===== config.mk =====
export PLATFORM = sky130hd
export DESIGN_NAME = bcd_display_driver
export DESIGN_NICKNAME = d
export VERILOG_FILES = /design/src/rtl/bcd_display_driver.sv
export SDC_FILE = /design/constraint.sdc
export NUM_CORES = 1
export LEC_CHECK = 0
export ABC_AREA = 1
export BUFFER_PORTS_ARGS = -buffer_cell sky130_fd_sc_hd__buf_2
export CORE_MARGIN = 8
export CORE_UTILIZATION = 65
export CTS_BUF_LIST = sky130_fd_sc_hd__clkbuf_4 sky130_fd_sc_hd__clkbuf_8
export DETAILED_ROUTE_END_ITERATION = 8
export MAX_ROUTING_LAYER = met4
export PLACE_DENSITY = 0.84
export SKIP_CTS_REPAIR_TIMING = 1
export SLEW_MARGIN = 20
export SYNTH_ARGS = -nofsm -noshare
export SYNTH_HDL_FRONTEND = slang
export SYNTH_SLANG_ARGS = --single-unit

===== constraint.sdc =====
create_clock -name clk -period 4.1 [get_ports clk]
set_input_delay 0.615 -clock clk [delete_from_list [all_inputs] [get_ports clk]]
set_output_delay 0.615 -clock clk [all_outputs]
set_load 0.01 [all_outputs]

===== src/rtl/bcd_display_driver.sv =====
// -----------------------------------------------------------------------------
// bcd_display_driver
//
// Purpose:
//   Samples a 7-bit binary count, converts it to two BCD digits with a
//   sequential shift-add-3 (double-dabble) engine, and time-multiplexes the
//   digits onto one 7-segment bus with one-hot digit enables. Committed values
//   above 99 raise ovf and are shown as dashes on both digits.
//
// Parameters:
//   REFRESH  - clock cycles each digit stays enabled (>= 2)
//   BLANK_LZ - 1: blank a tens digit of 0; 0: show it as "0"
//
// Ports:
//   clk   in  1  single clock, rising edge
//   clr   in  1  synchronous active-high reset, highest priority
//   bin   in  7  binary value to display (sampled once per 9-cycle period)
//   seg   out 7  segment drive, active-high, seg[6]=a ... seg[0]=g
//   an    out 2  one-hot digit enable, 2'b01 = units, 2'b10 = tens
//   valid out 1  one-cycle pulse when new digits are committed
//   ovf   out 1  high while the committed value is > 99
// -----------------------------------------------------------------------------
module bcd_display_driver #(
  parameter int REFRESH  = 50000,
  parameter bit BLANK_LZ = 1'b1
) (
  input  logic       clk,
  input  logic       clr,
  input  logic [6:0] bin,
  output logic [6:0] seg,
  output logic [1:0] an,
  output logic       valid,
  output logic       ovf
);

  localparam int RC_W = (REFRESH > 2) ? $clog2(REFRESH) : 1;
  localparam logic [RC_W-1:0] RC_MAX = RC_W'(REFRESH - 1);

  typedef enum logic [1:0] {
    ST_LOAD   = 2'd0,
    ST_SHIFT  = 2'd1,
    ST_UPDATE = 2'd2
  } state_t;

  state_t          r_state;
  state_t          w_state_nxt;
  logic [6:0]      r_sh;
  logic [7:0]      r_bcd;
  logic            r_hund;
  logic [2:0]      r_cnt;
  logic [3:0]      r_units;
  logic [3:0]      r_tens;
  logic            r_ovf;
  logic            r_valid;
  logic [RC_W-1:0] r_rc;
  logic            r_sel;
  logic [7:0]      w_adj;
  logic [6:0]      w_seg;

  // Double-dabble correction: a nibble >= 5 would exceed 9 after doubling.
  function automatic logic [3:0] add3(input logic [3:0] nib);
    logic [3:0] res;
    if (nib >= 4'd5) begin
      res = nib + 4'd3;
    end else begin
      res = nib;
    end
    return res;
  endfunction

  // Digit-to-segment pattern, a..g from MSB to LSB.
  function automatic logic [6:0] digit_seg(input logic [3:0] d);
    logic [6:0] pat;
    case (d)
      4'd0:    pat = 7'b1111110;
      4'd1:    pat = 7'b0110000;
      4'd2:    pat = 7'b1101101;
      4'd3:    pat = 7'b1111001;
      4'd4:    pat = 7'b0110011;
      4'd5:    pat = 7'b1011011;
      4'd6:    pat = 7'b1011111;
      4'd7:    pat = 7'b1110000;
      4'd8:    pat = 7'b1111111;
      4'd9:    pat = 7'b1111011;
      default: pat = 7'b0000000;
    endcase
    return pat;
  endfunction

  assign w_adj = {add3(r_bcd[7:4]), add3(r_bcd[3:0])};

  // Conversion FSM state register.
  always_ff @(posedge clk) begin
    if (clr) begin
      r_state <= ST_LOAD;
    end else begin
      r_state <= w_state_nxt;
    end
  end

  // Conversion FSM next-state logic; seven SHIFT cycles are counted by r_cnt 0..6.
  always_comb begin
    w_state_nxt = ST_LOAD;
    case (r_state)
      ST_LOAD: begin
        w_state_nxt = ST_SHIFT;
      end
      ST_SHIFT: begin
        if (r_cnt == 3'd6) begin
          w_state_nxt = ST_UPDATE;
        end else begin
          w_state_nxt = ST_SHIFT;
        end
      end
      ST_UPDATE: begin
        w_state_nxt = ST_LOAD;
      end
      default: begin
        w_state_nxt = ST_LOAD;
      end
    endcase
  end

  // Conversion datapath and committed display registers.
  always_ff @(posedge clk) begin
    if (clr) begin
      r_sh    <= 7'd0;
      r_bcd   <= 8'd0;
      r_hund  <= 1'b0;
      r_cnt   <= 3'd0;
      r_units <= 4'd0;
      r_tens  <= 4'd0;
      r_ovf   <= 1'b0;
      r_valid <= 1'b0;
    end else begin
      r_valid <= 1'b0;
      case (r_state)
        ST_LOAD: begin
          r_sh   <= bin;
          r_bcd  <= 8'd0;
          r_hund <= 1'b0;
          r_cnt  <= 3'd0;
        end
        ST_SHIFT: begin
          // {hund, bcd, sh} shifted left by one after the add-3 correction.
          r_hund <= w_adj[7];
          r_bcd  <= {w_adj[6:0], r_sh[6]};
          r_sh   <= {r_sh[5:0], 1'b0};
          r_cnt  <= r_cnt + 3'd1;
        end
        ST_UPDATE: begin
          r_units <= r_bcd[3:0];
          r_tens  <= r_bcd[7:4];
          r_ovf   <= r_hund;
          r_valid <= 1'b1;
        end
        default: begin
          r_cnt <= 3'd0;
        end
      endcase
    end
  end

  // Refresh counter; digit select toggles on every wrap, independent of the FSM.
  always_ff @(posedge clk) begin
    if (clr) begin
      r_rc  <= {RC_W{1'b0}};
      r_sel <= 1'b0;
    end else if (r_rc == RC_MAX) begin
      r_rc  <= {RC_W{1'b0}};
      r_sel <= ~r_sel;
    end else begin
      r_rc  <= r_rc + RC_W'(1);
    end
  end

  // Segment decode from the registered select, digits and overflow flag.
  always_comb begin
    w_seg = 7'b0000000;
    if (r_ovf) begin
      w_seg = 7'b0000001;
    end else if (r_sel) begin
      if (BLANK_LZ && (r_tens == 4'd0)) begin
        w_seg = 7'b0000000;
      end else begin
        w_seg = digit_seg(r_tens);
      end
    end else begin
      w_seg = digit_seg(r_units);
    end
  end

  assign seg   = w_seg;
  assign an    = r_sel ? 2'b10 : 2'b01;
  assign valid = r_valid;
  assign ovf   = r_ovf;

endmodule


==> flow_metrics.env <==
export IMPL_clock_fmax_mhz=418.3
export IMPL_fin_area_mm2=0.003571
export IMPL_rsz0062_at_grt="no"
export IMPL_worst_pin_slew_ns=0.8586
export IMPL_portBuffers=19
export IMPL_ant_nets=0
export IMPL_antenna_cells=0
export IMPL_clk_latency_ns=0.34
export IMPL_setup_violations=0
export IMPL_final_util=0.7174
export IMPL_grt_pass1_vias=2573
export IMPL_min_path_type="flop to flop"
export IMPL_grt_pass1_wl_mm=11.14
export IMPL_grt_max_degree=31
export IMPL_hold_viol=0
export IMPL_syn_num_nets=472
export IMPL_period_minus_slack_ns=2.391
export IMPL_combPwrFrac=0.029
export IMPL_io_pins=20
export IMPL_root_buffer="clkbuf_8"
export IMPL_finalCritPeriodShare=0.5831
export IMPL_yosysTopAreaCell="dfxtp_1"
export IMPL_hold_start="r_sh[0]"
export IMPL_initial_core_util=0.6574
export IMPL_cp_arrival_ns=2.67
export IMPL_path_clk_slew_ns=0.07
export IMPL_status="finished clean"
export IMPL_switching_power_uw=262.3
export IMPL_rr_startpoint="r_state[1]"
export IMPL_grt_antenna_before_repair=0
export IMPL_dpl_hpwl_mm=4.674
export IMPL_placeableCoreArea_mm2=0.004977
export IMPL_ys_warn_count=0
export IMPL_clkPwrFrac=0.479
export IMPL_clk_path_buf_depth=2
export IMPL_synthDominantCellAreaShare=0.3793
export IMPL_syn_inst=444
export IMPL_via_per_inst=5.158
export IMPL_grt_overflow=0
export IMPL_wl_mm=6.468
export IMPL_dr_first_iter_drc_count=140
export IMPL_max_slew_margin=0.4268
export IMPL_hold_depth=2
export IMPL_ctsHtreeMaxLevel=3
export IMPL_die_y_um=86.95
export IMPL_dr_pass1_iters=4
export IMPL_post_dp_cell_area_mm2=0.003348
export IMPL_routedWlPerCell_um=12.04
export IMPL_swShare=0.2090
export IMPL_ys_seq_elements=62
export IMPL_die_x_um=86.95
export IMPL_gp_congestion=0.9012
export IMPL_r2r_cells=10
export IMPL_drive_gt1_frac=0.1478
export IMPL_r2r_setup_slack_ns=1.71
export IMPL_drv_slew=0
export IMPL_max_cap_viol_count=0
export IMPL_vias=2770
export IMPL_p_leak_nw=1.621
export IMPL_yosysUniqueCellTypes=35
export IMPL_setup_tns_ns=0
export IMPL_crit_required_ns=4.38
export IMPL_grt_use_total=0.1907
export IMPL_fill_cells=417
export IMPL_drc=0
export IMPL_ir_worst_vdd_mv=0.2148
export IMPL_cts_tree="built"
export IMPL_synth_seq_area_share=0.3793
export IMPL_fin_skew_ns=0.005289
export IMPL_cts_buffers=9
export IMPL_synthToLayoutAreaGrowth_pct=9.139
export IMPL_num_nets_final=490
export IMPL_syn_area_per_cell_um2=7.369
export IMPL_critPathCaptureType="flop"
export IMPL_crit_fanout=21
export IMPL_synthTopCellsByArea="dfxtp_1, nand2_1, ha_1, a21oi_1, nand3_1"
export IMPL_syn_cell_area_mm2=0.003272
export IMPL_p_seq_frac=0.493
export IMPL_rows=26
export IMPL_internal_power_uw=992.9
export IMPL_die_area_mm2=0.007560
export IMPL_cts_num_sinks=62
export IMPL_worstHoldEndpoint="r_sh[0]"
export IMPL_power_density_mw_per_mm2=351.5
export IMPL_start_kind="flop"
export IMPL_path_class="flop to flop"
power groups by stage:
stage,registers (mW),clock network (mW),logic (mW)
floorplan,0.628,0,0.0342
global placement,0.632,0,0.0339
detailed placement,0.632,0,0.0359
CTS,0.618,0.609,0.0362
global route,0.619,0.644,0.0406
finish,0.618,0.601,0.0358
cells in the final DEF, fill, tap and decap left out, types with 4 or more instances in the layout:
master and count:
clkbuf_8 10, nand4_1 9, buf_2 19, dfxtp_1 62, a21oi_1 36, inv_2 4, nand3_2 4, nor2_1 33
o21ai_0 16, inv_1 40, nand3_1 31, nand2_2 9, nand3b_1 8, nand2_4 6, ha_1 19, nand2_1 132
critical path, stage by stage (launching register included):
cell and delay [ns]:
dfxtp_1 0.89, inv_2 0.27, nor2_8 0.20, nand3_2 0.10, nand2_2 0.14, inv_2 0.08
ha_1 0.26, nand3b_1 0.18, nand2_1 0.11, nand2_1 0.05, nand2_1 0.05
layout make-up:
type | count | area [µm²] | area share
multi-input combinational | 323 | 1739 | 0.4870
clock buffer | 12 | 152.6 | 0.04275
sequential | 62 | 1241 | 0.3476
inverter | 47 | 185.2 | 0.05186
timing repair buffer | 19 | 95.09 | 0.02663
clock inverter | 4 | 70.07 | 0.01962
tap | 70 | 87.58 | 0.02453
layer usage:
| metal | global-route usage | part of all wire | vias to the layer above |
|---|---|---|---|
| li1 | - | - | 1459 |
| met1 | 0.1972 | 0.44 | 1275 |
| met2 | 0.3276 | 0.52 | 28 |
| met3 | 0.05943 | 0.029 | 8 |
| met4 | 0.08138 | 0.012 | 0 |
| met5 | - | 0 | - |
kinds of logic (layout without fill, tap and decap cells):
kind of cell / Yosys count / after routing / share of synthesized area
adders and majority gates: 19 / 19 / 0.07266
AOI/OAI and AO/OA: 59 / 59 / 0.09484
and+or+nand+nor: 241 / 241 / 0.3533
buffers and inverters: 59 / 82 / 0.08910
DFF: 62 / 62 / 0.3793
xor gates and xnor gates: 4 / 4 / 0.01071
stage by stage:
step	power (mW)	hold slack [ns]	std cells	setup WS, ns
after CTS	1.264	0.4601	537	1.724
after detailed placement	0.6677	0.4447	521	1.633
after global placement	0.6654	0.4426	521	1.692
final	1.255	0.4581	537	1.709
after floorplan	0.6626	0.4282	444	2.373
after global routing	1.304	0.4922	537	1.508
cells in the mapped netlist (all sizes together):
master	instances
nand2	147
dfxtp	62
inv	45
a21oi	37
nand3	37
nor2	37
ha	19
o21ai	17
buf	10
nand4	9
nand3b	8
o211ai	3
xnor2	3
clkbuf	2
clkinv	2
or2	2
a31oi	1
nor3	1
o31ai	1
xor2	1
worst max-delay path by stage:
stage | start | slack (ns) | to | depth (start not counted)
finish | r_state[1] | 1.71 | flop | 10
global route | r_state[1] | 1.51 | flop | 10
CTS | r_state[1] | 1.72 | flop | 9
detailed placement | clr | 1.63 | flop | 9
global placement | clr | 1.69 | flop | 10
floorplan | clr | 2.37 | flop | 9
No activity file was read; power rests on OpenSTA's default activity.
